[src/rtl/conv_sequencer.sv]
// Convolution pass sequencer: walks output pixels and filter taps, issuing paired
// image/filter reads, MAC first/last strobes and one output write per pixel.
module conv_sequencer #(
  parameter int ADDR_W      = 16,
  parameter int ACC_LATENCY = 2
) (
  input  logic              clk,
  input  logic              rst,
  input  logic              trigger_accel,
  input  logic              hold,
  input  logic [7:0]        image_dim,
  input  logic [8:0]        image_depth,
  input  logic [1:0]        filter_halfsize,
  input  logic [2:0]        filter_stride,
  input  logic [ADDR_W-1:0] image_memory_offset,
  input  logic [ADDR_W-1:0] filter_memory_offset,
  input  logic [ADDR_W-1:0] output_memory_offset,
  output logic [ADDR_W-1:0] img_rd_addr,
  output logic [ADDR_W-1:0] flt_rd_addr,
  output logic              rd_en,
  output logic              tap_valid,
  output logic              tap_first,
  output logic              tap_last,
  output logic [ADDR_W-1:0] out_wr_addr,
  output logic              out_wr_en,
  output logic              busy,
  output logic              done
);

  localparam logic [2:0] S_IDLE  = 3'd0;
  localparam logic [2:0] S_SETUP = 3'd1;
  localparam logic [2:0] S_RUN   = 3'd2;
  localparam logic [2:0] S_DRAIN = 3'd3;
  localparam logic [2:0] S_WRITE = 3'd4;
  localparam logic [2:0] S_DONE  = 3'd5;

  logic [2:0]        r_state;
  logic [7:0]        r_dim;
  logic [8:0]        r_depth;
  logic [2:0]        r_k;
  logic [2:0]        r_stride;
  logic [ADDR_W-1:0] r_img_off;
  logic [ADDR_W-1:0] r_flt_off;
  logic [ADDR_W-1:0] r_out_off;
  logic [8:0]        r_d;
  logic [2:0]        r_kx;
  logic [2:0]        r_ky;
  logic [7:0]        r_ox;
  logic [7:0]        r_oy;
  logic [ADDR_W-1:0] r_pix;
  logic [7:0]        r_drain;
  logic              r_tap_valid;
  logic              r_tap_first;
  logic              r_tap_last;
  logic              r_out_wr_en;
  logic [ADDR_W-1:0] r_out_wr_addr;
  logic              r_busy;
  logic              r_done;

  logic [2:0]        w_state_nxt;
  logic              w_issue;
  logic              w_tap_first;
  logic              w_tap_last;
  logic [8:0]        w_k9;
  logic [8:0]        w_dim9;
  logic [8:0]        w_ox_step;
  logic [8:0]        w_oy_step;
  logic              w_row_wrap;
  logic              w_pass_end;
  logic [8:0]        w_y;
  logic [8:0]        w_x;
  logic [ADDR_W-1:0] w_img_lin;
  logic [ADDR_W-1:0] w_flt_lin;
  logic [ADDR_W-1:0] w_img_addr;
  logic [ADDR_W-1:0] w_flt_addr;

  // Origin arithmetic is 9 bits wide so ox + stride + K cannot wrap at dim = 255.
  assign w_k9      = {6'd0, r_k};
  assign w_dim9    = {1'b0, r_dim};
  assign w_ox_step = {1'b0, r_ox} + {6'd0, r_stride};
  assign w_oy_step = {1'b0, r_oy} + {6'd0, r_stride};
  assign w_row_wrap = (w_ox_step + w_k9) > w_dim9;
  assign w_pass_end = (w_oy_step + w_k9) > w_dim9;

  assign w_issue     = (r_state == S_RUN) && !hold;
  assign w_tap_first = (r_d == 9'd0) && (r_kx == 3'd0) && (r_ky == 3'd0);
  assign w_tap_last  = (r_d == r_depth - 9'd1) && (r_kx == r_k - 3'd1) && (r_ky == r_k - 3'd1);

  // Channel-last addressing; every product and sum wraps at ADDR_W bits.
  assign w_y        = {1'b0, r_oy} + {6'd0, r_ky};
  assign w_x        = {1'b0, r_ox} + {6'd0, r_kx};
  assign w_img_lin  = ADDR_W'(w_y) * ADDR_W'(r_dim) + ADDR_W'(w_x);
  assign w_flt_lin  = ADDR_W'(r_ky) * ADDR_W'(r_k) + ADDR_W'(r_kx);
  assign w_img_addr = r_img_off + w_img_lin * ADDR_W'(r_depth) + ADDR_W'(r_d);
  assign w_flt_addr = r_flt_off + w_flt_lin * ADDR_W'(r_depth) + ADDR_W'(r_d);

  assign img_rd_addr = (r_state == S_RUN) ? w_img_addr : '0;
  assign flt_rd_addr = (r_state == S_RUN) ? w_flt_addr : '0;
  assign rd_en       = w_issue;
  assign tap_valid   = r_tap_valid;
  assign tap_first   = r_tap_first;
  assign tap_last    = r_tap_last;
  assign out_wr_en   = r_out_wr_en;
  assign out_wr_addr = r_out_wr_addr;
  assign busy        = r_busy;
  assign done        = r_done;

  // Next-state decode of the pass sequencer.
  always_comb begin
    w_state_nxt = r_state;
    case (r_state)
      S_IDLE:  if (trigger_accel) w_state_nxt = S_SETUP; else w_state_nxt = S_IDLE;
      S_SETUP: if (w_k9 > w_dim9) w_state_nxt = S_DONE; else w_state_nxt = S_RUN;
      S_RUN:   if (w_issue && w_tap_last) w_state_nxt = S_DRAIN; else w_state_nxt = S_RUN;
      S_DRAIN: if (r_drain == 8'(ACC_LATENCY)) w_state_nxt = S_WRITE; else w_state_nxt = S_DRAIN;
      S_WRITE: if (w_row_wrap && w_pass_end) w_state_nxt = S_DONE; else w_state_nxt = S_RUN;
      S_DONE:  w_state_nxt = S_IDLE;
      default: w_state_nxt = S_IDLE;
    endcase
  end

  // State, latched configuration, loop counters and registered strobes.
  always_ff @(posedge clk or negedge rst) begin
    if (!rst) begin
      r_state       <= S_IDLE;
      r_dim         <= 8'd0;
      r_depth       <= 9'd0;
      r_k           <= 3'd0;
      r_stride      <= 3'd0;
      r_img_off     <= '0;
      r_flt_off     <= '0;
      r_out_off     <= '0;
      r_d           <= 9'd0;
      r_kx          <= 3'd0;
      r_ky          <= 3'd0;
      r_ox          <= 8'd0;
      r_oy          <= 8'd0;
      r_pix         <= '0;
      r_drain       <= 8'd0;
      r_tap_valid   <= 1'b0;
      r_tap_first   <= 1'b0;
      r_tap_last    <= 1'b0;
      r_out_wr_en   <= 1'b0;
      r_out_wr_addr <= '0;
      r_busy        <= 1'b0;
      r_done        <= 1'b0;
    end else begin
      r_state       <= w_state_nxt;
      r_tap_valid   <= w_issue;
      r_tap_first   <= w_issue && w_tap_first;
      r_tap_last    <= w_issue && w_tap_last;
      r_busy        <= (w_state_nxt != S_IDLE) && (w_state_nxt != S_DONE);
      r_done        <= (w_state_nxt == S_DONE);
      r_out_wr_en   <= (w_state_nxt == S_WRITE);
      r_out_wr_addr <= (w_state_nxt == S_WRITE) ? (r_out_off + r_pix) : '0;
      case (r_state)
        S_IDLE: begin
          if (trigger_accel) begin
            r_dim     <= image_dim;
            r_depth   <= (image_depth == 9'd0) ? 9'd1 : image_depth;
            r_k       <= {filter_halfsize, 1'b1};
            r_stride  <= (filter_stride == 3'd0) ? 3'd1 : filter_stride;
            r_img_off <= image_memory_offset;
            r_flt_off <= filter_memory_offset;
            r_out_off <= output_memory_offset;
          end
        end
        S_SETUP: begin
          r_d     <= 9'd0;
          r_kx    <= 3'd0;
          r_ky    <= 3'd0;
          r_ox    <= 8'd0;
          r_oy    <= 8'd0;
          r_pix   <= '0;
          r_drain <= 8'd0;
        end
        S_RUN: begin
          if (w_issue) begin
            if (w_tap_last) begin
              r_d     <= 9'd0;
              r_kx    <= 3'd0;
              r_ky    <= 3'd0;
              r_drain <= 8'd0;
            end else if (r_d == r_depth - 9'd1) begin
              r_d <= 9'd0;
              if (r_kx == r_k - 3'd1) begin
                r_kx <= 3'd0;
                r_ky <= r_ky + 3'd1;
              end else begin
                r_kx <= r_kx + 3'd1;
              end
            end else begin
              r_d <= r_d + 9'd1;
            end
          end
        end
        S_DRAIN: r_drain <= r_drain + 8'd1;
        S_WRITE: begin
          r_pix <= r_pix + ADDR_W'(1'b1);
          if (w_row_wrap) begin
            r_ox <= 8'd0;
            r_oy <= w_oy_step[7:0];
          end else begin
            r_ox <= w_ox_step[7:0];
          end
        end
        default: ;
      endcase
    end
  end

endmodule

[config.mk]
export PLATFORM = sky130hd
export DESIGN_NAME = conv_sequencer
export DESIGN_NICKNAME = d
export VERILOG_FILES = /design/src/rtl/conv_sequencer.sv
export SDC_FILE = /design/constraint.sdc
export NUM_CORES = 1
export LEC_CHECK = 0
export BUFFER_PORTS_ARGS = -buffer_cell sky130_fd_sc_hd__buf_4
export CAP_MARGIN = 25
export CORE_MARGIN = 1.5
export CORE_UTILIZATION = 64
export CTS_BUF_LIST = sky130_fd_sc_hd__clkbuf_2 sky130_fd_sc_hd__clkbuf_4 sky130_fd_sc_hd__clkbuf_8
export CTS_CLUSTER_SIZE = 40
export DETAILED_ROUTE_END_ITERATION = 10
export GPL_TIMING_DRIVEN = 0
export PLACE_DENSITY = 0.84
export SKIP_LAST_GASP = 1
export SLEW_MARGIN = 20
export SYNTH_ARGS = -nofsm -noshare
export SYNTH_HDL_FRONTEND = slang
export SYNTH_SLANG_ARGS = --single-unit
[constraint.sdc]
create_clock -name clk -period 11.4 [get_ports clk]
set_input_delay 0 -clock clk [delete_from_list [all_inputs] [get_ports clk]]
set_output_delay 0 -clock clk [all_outputs]
set_load 0.02 [all_outputs]
==> results of run 1 <==
-- cell families after synthesis --
| family | share of synthesized area [%] |
|---|---|
| compound gates | 9.21 |
| xor+xnor | 6.22 |
| fa+ha+maj | 35.5 |
| buf+inv | 8.29 |
| flops | 21.2 |
| mux | 3.85 |
| simple gates | 15.8 |
-- state kept, by name, indices dropped and copies added, names as in the netlist, 3 cells and up --
name	cells
out_wr_addr	16
r_d	9
r_depth	9
r_dim	8
r_drain	8
r_flt_off	16
r_img_off	16
r_k	3
r_kx	3
r_ky	3
r_out_off	16
r_ox	8
r_oy	8
r_pix	16
r_state	3
r_stride	3
-- what timing repair did --
action	CTS	global route
setup endpoints to repair	2	2
setup buffers	2	4
hold buffers	72	0
gates resized for setup	4	24
pin swaps	1	4
hold endpoints to repair	152	0
cloned	0	0
-- cell usage in the layout (no fill, tap or decap), types with 6 or more instances in the layout --
cell type        n
mux2_2          53
a21oi_1         54
nand4_1         23
clkbuf_8        17
ha_1           179
nor3b_1          6
dfrtp_1        149
o21bai_1        15
o211ai_1         7
buf_4          133
a21o_1          21
xnor2_1         67
and2_1          86
nand2_1        203
clkbuf_1        55
nor2b_1         21
mux2i_1          9
xor2_1          38
dlygate4sd3_1   72
nor2_1          99
and3_1          15
nor3_1          27
fa_1           202
nor4_1           9
o21ai_0         72
nand3_1         36
o21a_1          19
nand2b_1        23
buf_1            6
or3_1            8
xnor2_2          9
inv_1          322
-- layout make-up --
class / count / area share (%)
multi-input combinational: 1394 / 61.7
sequential: 151 / 18.3
clock inverter: 13 / 0.921
timing repair buffer: 207 / 8.53
inverter: 322 / 5.85
buffer: 68 / 1.32
tap: 372 / 2.25
clock buffer: 18 / 1.17
-- metrics by stage --
stage / util [%] / instances
6_report: 76.0 / 2545
4_1_cts: 75.4 / 2541
5_1_grt: 76.0 / 2545
2_1_floorplan: - / 1935
3_5_place_dp: 71.0 / 2436
3_3_place_gp: 70.9 / 2435
-- per-layer routing --
metal	up-vias	track usage, %	share of wire, %
met1	7171	38.5	38
met3	140	5.58	6.9
met5	-	0	0
met2	567	57.0	50
li1	6702	-	-
met4	0	14.4	4.6
-- power by group through the flow --
stage / logic (mW) / clock network [mW] / registers, mW
2_1_floorplan: 0.810 / 0 / 0.582
3_3_place_gp: 1.11 / 0 / 0.591
3_5_place_dp: 1.17 / 0 / 0.592
4_1_cts: 1.21 / 0.481 / 0.582
5_1_grt: 1.38 / 0.506 / 0.585
6_report: 1.23 / 0.482 / 0.584
-- worst min path at each step --
stage                            from                        end  slack, ns  cells after the start
2_1_floorplan                     rst             busy$_DFF_PN0_      -0.30                      0
5_1_grt                           rst  out_wr_addr[10]$_DFF_PN0_       0.14                      2
6_report                          rst        tap_first$_DFF_PN0_       0.10                      2
3_5_place_dp                      rst   out_wr_addr[6]$_DFF_PN0_       0.04                      1
4_1_cts                           rst   r_flt_off[7]$_DFFE_PN0P_       0.11                      2
3_3_place_gp   image_memory_offset[6]   r_img_off[6]$_DFFE_PN0P_       0.20                      3
==> flow_metrics.tcl, run 1 <==
set metrics [dict create \
    cp_num_buf_inv 5 \
    swShare_pct 43.5 \
    fillerInstances 1818 \
    ir_drop_mv 0.116 \
    synth_seq_cells 151 \
    synth_fp_nets 2391 \
    clk_pin_slew_ns 0.11 \
    dp_slack_ns 0.133 \
    grt.overflow.total 0 \
    multi_input_area_mm2 0.0127 \
    cap_violations 0 \
    final_area_mm2 0.0207 \
    drc 0 \
    grt_pass1_wl_mm 73.1 \
    cts.sinks 151 \
    critical_path.max_fanout 9 \
    hold_viol_final 0 \
    crit_required_ns 11.40 \
    dp_hpwl_mm 34.5 \
    synthTopCellsByArea "fa_1 (23%), dfrtp_1 (21%), ha_1 (13%)" \
    cts-buffers-inserted 17 \
    rrSetupSlack_ns 6.80 \
    crit_path_frequent_cell "fa_1" \
    finalPower_mw 2.30 \
    period_needed_ns 10.93 \
    fin_setup_tns_ns 0 \
    path_depth 37 \
    syn_avg_cell_area_um2 9.22 \
    fmax_mhz 91.5 \
    synthTopCellsByCount "inv_1 (322), fa_1 (203), nand2_1 (203)" \
    synth_area_mm2 0.0178 \
    p_leak_nw 10.4 \
    synth.most_common_cell "inv_1" \
    worst_slew_pin_slew_ns 0.975 \
    hold_class "in -> async" \
    rsz0062_at_grt "false" \
    dr.pass1.iters 5 \
    detail_route.wl_per_cell_um 17.6 \
    register_area_mm2 0.00378 \
    startpoint "r_ky[2]$_DFFE_PN0P_" \
    h-tree-depth 4 \
    fin_ws_ns 0.467 \
    skew_ns 0.0261 \
    routed_wl_mm 44.7 \
    vias 14600 \
    root_buffer "clkbuf_8" \
    yosys.area.top_type "fa_1" \
    nets 2617 \
    crit_arrival_ns 10.93 \
    place_area_mm2 0.0193 \
    regToRegStartpoint "r_stride[0]$_DFFE_PN0P_" \
    power_density_mw_per_mm2 111 \
    seq_power_share_pct 25.4 \
    drv_slew 0 \
    seq_area_frac_synth_pct 21.2 \
    power.clock.fraction_pct 21.0 \
    r2r-end "r_oy[7]$_DFFE_PN0P_" \
    tritoncts "built" \
    outcome "finished, final reports clean" \
    diodes 0 \
    yosysWarnings 0 \
    synth.distinct_cells 72 \
    place_congestion 0.926 \
    grt_max_degree 81 \
    path_class "reg -> out" \
    antenna_found_initial 0 \
    vias_per_cell 5.73 \
    worstSetupEndpointType "output port" \
    worst_setup_path_start_kind "flip-flop" \
    cp_slowest_cell "fa_1" \
    synth_cells 1935 \
    crit_family "adder cells" \
    clk_latency_ns 0.49 \
    hold-worst-slack_ns 0.103 \
    synth-edff-count 0 \
    worst_path_largest_cell_delay_ns 0.56 \
    ant_nets 0 \
    setup_viol 0 \
    cts_max_path_buffers 2 \
    synth_top_area_share_pct 22.8 \
    synthArstFlopShare_pct 100 \
    post-route-period-util_pct 95.9 \
    row_count 60 \
    synthFlopType "dfrtp_1" \
    fp.dieW_um 170 \
    start_util_pct 65.6 \
    die_h_um 170 \
    r2r_cells 17 \
    slew_headroom_pct 35.0 \
    drtIter0Drc 940 \
    p_sw_uw 1000 \
    post_route_cells_drive_above_1_share_pct 11.9 \
    p_int_mw 1.30 \
    combPwrFrac_pct 53.6 \
    portBuffers 128 \
    core_mm2 0.0272 \
    die_area_mm2 0.0289 \
    ios 129 \
    endpoint "img_rd_addr[15]" \
    syn_to_final_growth_pct 15.8 \
    track_usage_pct 32.2 \
    grt_pass1_vias 15300 \
]
No activity file was read; power rests on OpenSTA's default activity.
==> run 2: changes to the inputs <==
--- a/config.mk
+++ b/config.mk
@@ -9,12 +9,11 @@
 export CAP_MARGIN = 25
 export CORE_MARGIN = 1.5
 export CORE_UTILIZATION = 64
-export CTS_BUF_LIST = sky130_fd_sc_hd__clkbuf_2 sky130_fd_sc_hd__clkbuf_4 sky130_fd_sc_hd__clkbuf_8
+export CTS_BUF_LIST = sky130_fd_sc_hd__clkbuf_8
 export CTS_CLUSTER_SIZE = 40
 export DETAILED_ROUTE_END_ITERATION = 10
 export GPL_TIMING_DRIVEN = 0
 export PLACE_DENSITY = 0.84
-export SKIP_LAST_GASP = 1
 export SLEW_MARGIN = 20
 export SYNTH_ARGS = -nofsm -noshare
 export SYNTH_HDL_FRONTEND = slang
==> run 2 against run 1 <==
Compared with the run above:
- clock skew up 0.0016 ns
- largest cell class unchanged
- first-iteration DRC count up 2.4%
- global-route usage about the same
- power about the same
- register-to-register slack worse by 0.06 ns
- non-clock buffer count unchanged
- die area unchanged
- sequential power about the same
- final cell count unchanged
- critical path type unchanged
- maximum frequency down 0.16%
- largest power group unchanged
- wire length up 0.33%
- critical path depth up 1
==> flow_metrics.tcl, run 2 (synthesized netlist as in run 1, its figures left out) <==
set metrics [dict create \
    outcome "finished, final reports clean" \
    hold-worst-slack_ns 0.102 \
    grt_pass1_wl_mm 73.1 \
    detail_route.wl_per_cell_um 17.6 \
    multi_input_area_mm2 0.0127 \
    layout_commonest_cell "inv_1" \
    cap_violations 0 \
    vias_per_cell 5.72 \
    skew_ns 0.0277 \
    portBuffers 128 \
    ant_nets 0 \
    cts_max_path_buffers 2 \
    grt_max_degree 81 \
    tritoncts "built" \
    post-route-period-util_pct 96.1 \
    clk_latency_ns 0.49 \
    cp_slowest_cell "fa_1" \
    drc 0 \
    layout_common_cells "inv_1 (323), nand2_1 (203), fa_1 (202)" \
    worst_path_largest_cell_delay_ns 0.55 \
    vias 14600 \
    die_area_mm2 0.0289 \
    fillerInstances 1821 \
    grt_pass1_vias 15300 \
    slew_headroom_pct 36.3 \
    drtIter0Drc 963 \
    busiest_layer "met2" \
    rsz0062_at_grt "false" \
    p_leak_nw 10.4 \
    crit_required_ns 11.40 \
    period_needed_ns 10.95 \
    hold_class "in -> async" \
    nets 2617 \
    die_h_um 170 \
    grt.overflow.total 0 \
    crit_arrival_ns 10.95 \
    use_met3_pct 5.81 \
    h-tree-depth 4 \
    worstSetupEndpointType "output port" \
    dp_hpwl_mm 34.5 \
    fin_setup_tns_ns 0 \
    drv_slew 0 \
    ios 129 \
    grtUsageMet2_pct 56.9 \
    critical_path.max_fanout 9 \
    antenna_found_initial 0 \
    register_area_mm2 0.00378 \
    worst_setup_path_start_kind "flip-flop" \
    fp.dieW_um 170 \
    crit_path_frequent_cell "fa_1" \
    start_util_pct 65.6 \
    diodes 0 \
    core_mm2 0.0272 \
    routed_wl_mm 44.9 \
    post_route_cells_drive_above_1_share_pct 11.9 \
    rrSetupSlack_ns 6.74 \
    place_congestion 0.926 \
    finalPower_mw 2.29 \
    fmax_mhz 91.3 \
    ir_drop_mv 0.116 \
    worst_slew_pin_slew_ns 0.956 \
    syn_to_final_growth_pct 15.8 \
    setup_viol 0 \
    power_density_mw_per_mm2 111 \
    path_class "reg -> out" \
    track_usage_pct 32.2 \
    cts.sinks 151 \
    cts-buffers-inserted 17 \
    root_buffer "clkbuf_8" \
    dr.pass1.iters 5 \
    met1_usage_pct 38.2 \
    clk_pin_slew_ns 0.11 \
    hold_viol_final 0 \
    row_count 60 \
]
[run 2: cell types whose count changed in the layout (fill, tap and decap cells not counted), sizes merged]
cell	delta
clkbuf	-1
inv	+1
[run 2: worst paths after layout]
path / end / startpoint / depth (start not counted)
setup / recovery: img_rd_addr[15] / r_ky[2]$_DFFE_PN0P_ / 38
hold / removal: r_out_off[11]$_DFFE_PN0P_ / rst / 2
setup reg to reg: r_oy[7]$_DFFE_PN0P_ / r_stride[0]$_DFFE_PN0P_ / 17
hold reg to reg: r_img_off[13]$_DFFE_PN0P_ / r_img_off[13]$_DFFE_PN0P_ / 1
max in group asynchronous: r_img_off[5]$_DFFE_PN0P_ / rst / 3
min in group clk: r_dim[4]$_DFFE_PN0P_ / image_dim[4] / 4
[run 2: layout make-up]
| class | count | share of cell area, % |
|---|---|---|
| inverter | 322 | 5.85 |
| buffer | 68 | 1.32 |
| clock inverter | 14 | 0.939 |
| sequential | 151 | 18.3 |
| tap | 372 | 2.25 |
| clock buffer | 17 | 1.13 |
| timing repair buffer | 207 | 8.53 |
| multi-input combinational | 1394 | 61.7 |
[run 2: per-layer routing]
metal,part of all wire [%],vias to the layer above
li1,-,6697
met1,38,7148
met2,50,583
met3,6.8,131
met4,4.4,0
met5,0,-
[run 2: repair_timing]
action                     4_1_cts  5_1_grt
pin swaps                        1        4
setup endpoints to repair        2        2
hold endpoints to repair       152        0
hold buffers                    72        0
buffers inserted                 2        4
gates resized for setup          4       24
[run 2: worst max-delay path: cells and delay by family (launching register included)]
kind                     cells  cell delay, ns
AO/OA/AOI/OAI                5            1.08
XOR/XNOR                    10            2.36
adder cells (fa/ha/maj)     11            5.23
buffers and inverters        6            0.54
flip-flops                   1            0.52
AND/OR/NAND/NOR              6            0.68
[run 2: per-stage QoR]
step | setup WS [ns] | area (µm²) | utilization (%) | cells
after detailed placement | 0.133 | 19300 | 71.0 | 2436
after global placement | 0.282 | 19300 | 70.9 | 2435
after CTS | 0.0742 | 20500 | 75.4 | 2541
after global routing | 0.0186 | 20700 | 76.0 | 2545
final | 0.450 | 20700 | 76.0 | 2545
after floorplan | 1.49 | 17800 | - | 1935
[run 2: power breakdown]
part	total, mW	switching [mW]	leakage, nW	internal (mW)
Sequential	0.583	0.0334	2.00	0.550
Clock	0.481	0.258	0.213	0.223
Combinational	1.23	0.710	8.23	0.521
==> run 3: changes to the inputs <==
--- a/config.mk
+++ b/config.mk
@@ -7,12 +7,13 @@
 export LEC_CHECK = 0
 export BUFFER_PORTS_ARGS = -buffer_cell sky130_fd_sc_hd__buf_4
 export CAP_MARGIN = 25
-export CORE_MARGIN = 1.5
+export CORE_MARGIN = 2
 export CORE_UTILIZATION = 64
 export CTS_BUF_LIST = sky130_fd_sc_hd__clkbuf_8
 export CTS_CLUSTER_SIZE = 40
 export DETAILED_ROUTE_END_ITERATION = 10
 export GPL_TIMING_DRIVEN = 0
+export MAX_ROUTING_LAYER = met4
 export PLACE_DENSITY = 0.84
 export SLEW_MARGIN = 20
 export SYNTH_ARGS = -nofsm -noshare
==> run 3 against run 2 <==
Compared with the run above:
- design area about the same
- combinational power about the same
- sequential share of layout area about the same
- non-clock buffer count increased by 1
- clock skew decreased by 0.0045 ns
==> flow_metrics.tcl, run 3 (synthesized netlist as in run 1, its figures left out) <==
set metrics [dict create \
    outcome "finished, final reports clean" \
    vias_per_cell 5.68 \
    layout_commonest_cell "inv_1" \
    crit_family "adder cells" \
    cts.sinks 151 \
    worst_setup_path_start_kind "flip-flop" \
    worstSetupEndpointType "output port" \
    cap_violations 0 \
    worst_slew_pin_slew_ns 1.01 \
    cp_slowest_cell "fa_1" \
    ant_nets 0 \
    row_count 61 \
    p_leak_nw 10.4 \
    cp_num_buf_inv 5 \
    ir_drop_mv 0.134 \
    h-tree-depth 4 \
    drtIter0Drc 1029 \
    critical_path.max_fanout 8 \
    fillerInstances 1959 \
    start_util_pct 64.6 \
    slew_headroom_pct 32.3 \
    antenna_found_initial 0 \
    cts-buffers-inserted 17 \
    hold_class "in -> async" \
    vias 14500 \
    path_class "reg -> out" \
    post-route-period-util_pct 96.7 \
    period_needed_ns 11.02 \
    worst_path_largest_cell_delay_ns 0.57 \
    fin_cells 2553 \
    diodes 0 \
    nets 2618 \
    die_area_mm2 0.0292 \
    dp_slack_ns 0.168 \
    place_congestion 0.949 \
    dr.pass1.iters 7 \
    register_area_mm2 0.00378 \
    grt_pass1_wl_mm 73.9 \
    met1_usage_pct 39.5 \
    detail_route.wl_per_cell_um 17.8 \
    cts_max_path_buffers 2 \
    tritoncts "built" \
    dp_hpwl_mm 34.2 \
    routed_wl_mm 45.3 \
    setup_viol 0 \
    grt.overflow.total 0 \
    post_route_cells_drive_above_1_share_pct 12.0 \
    place_inst 2442 \
    busiest_layer "met2" \
    layout_common_cells "inv_1 (322), nand2_1 (203), fa_1 (202)" \
    root_buffer "clkbuf_8" \
    portBuffers 128 \
    die_h_um 171 \
    fmax_mhz 90.8 \
    clk_latency_ns 0.51 \
    grt_pass1_vias 15300 \
    skew_ns 0.0232 \
    crit_path_frequent_cell "fa_1" \
    syn_to_final_growth_pct 15.7 \
    hold_viol_final 0 \
    grt_max_degree 82 \
    multi_input_area_mm2 0.0127 \
    power_density_mw_per_mm2 109 \
    drc 0 \
    finalPower_mw 2.26 \
    clk_pin_slew_ns 0.11 \
    fp.dieW_um 171 \
    crit_arrival_ns 11.02 \
    ios 129 \
    fin_ws_ns 0.382 \
    rrSetupSlack_ns 6.88 \
    core_mm2 0.0276 \
    use_met3_pct 5.62 \
    crit_required_ns 11.40 \
    grtUsageMet2_pct 56.7 \
    drv_slew 0 \
    track_usage_pct 33.4 \
]
run 3: stage by stage:
stage	setup TNS, ns	util [%]	instance area, µm²	hold slack (ns)
floorplan	0	-	17800	-0.296
global placement	0	69.7	19300	0.203
detailed placement	0	69.9	19300	0.0148
CTS	0	74.1	20500	0.0625
global route	-0.107	74.7	20600	0.0722
finish	0	74.7	20600	0.0308
run 3: cell type report:
type / count / area share [%]
Buffer: 68 / 1.32
Clock buffer: 17 / 1.13
Clock inverter: 15 / 0.861
Inverter: 322 / 5.86
Multi-Input combinational cell: 1394 / 61.6
Sequential cell: 151 / 18.3
Tap cell: 378 / 2.29
Timing Repair Buffer: 208 / 8.57
run 3: routing by layer:
metal | share of wire, % | vias up
met5 | 0 | -
met4 | 4.5 | 0
met3 | 6.2 | 158
met2 | 50 | 614
met1 | 40 | 7032
li1 | - | 6704
run 3: path summary, 6_finish.rpt:
check	startpoint	end	cells past startpoint
max	r_ky[1]$_DFFE_PN0P_	img_rd_addr[15]	38
min	rst	out_wr_addr[6]$_DFF_PN0_	2
max in group asynchronous	rst	r_img_off[4]$_DFFE_PN0P_	3
max reg2reg	r_stride[0]$_DFFE_PN0P_	r_oy[7]$_DFFE_PN0P_	17
min reg2reg	r_img_off[12]$_DFFE_PN0P_	r_img_off[12]$_DFFE_PN0P_	1
min in group clk	image_dim[5]	r_dim[5]$_DFFE_PN0P_	4
run 3: repair_timing:
action | CTS | global route
hold endpoints to repair | 184 | 0
hold buffers | 72 | 0
gates resized for setup | 5 | 20
setup endpoints to repair | 2 | 2
pin swaps | 1 | 5
buffers inserted | 1 | 6
run 3: report_power, final:
| group | switching (mW) | internal (mW) |
|---|---|---|
| Sequential | 0.0332 | 0.550 |
| Clock | 0.278 | 0.168 |
| Combinational | 0.712 | 0.514 |
| Total | 1.02 | 1.23 |
run 3: worst register-to-register path, stage by stage, from the launching register on:
cell and delay (ns):
dfrtp_1 0.43, ha_1 0.24, fa_1 0.55, inv_1 0.08
fa_1 0.49, inv_1 0.05, ha_1 0.28, nor2b_1 0.13
o21a_1 0.16, o21a_1 0.16, o21a_1 0.16, o21a_1 0.16
o21a_1 0.16, o21a_1 0.16, o22ai_1 0.27, clkbuf_1 0.42
a22oi_1 0.17, a311o_1 0.34
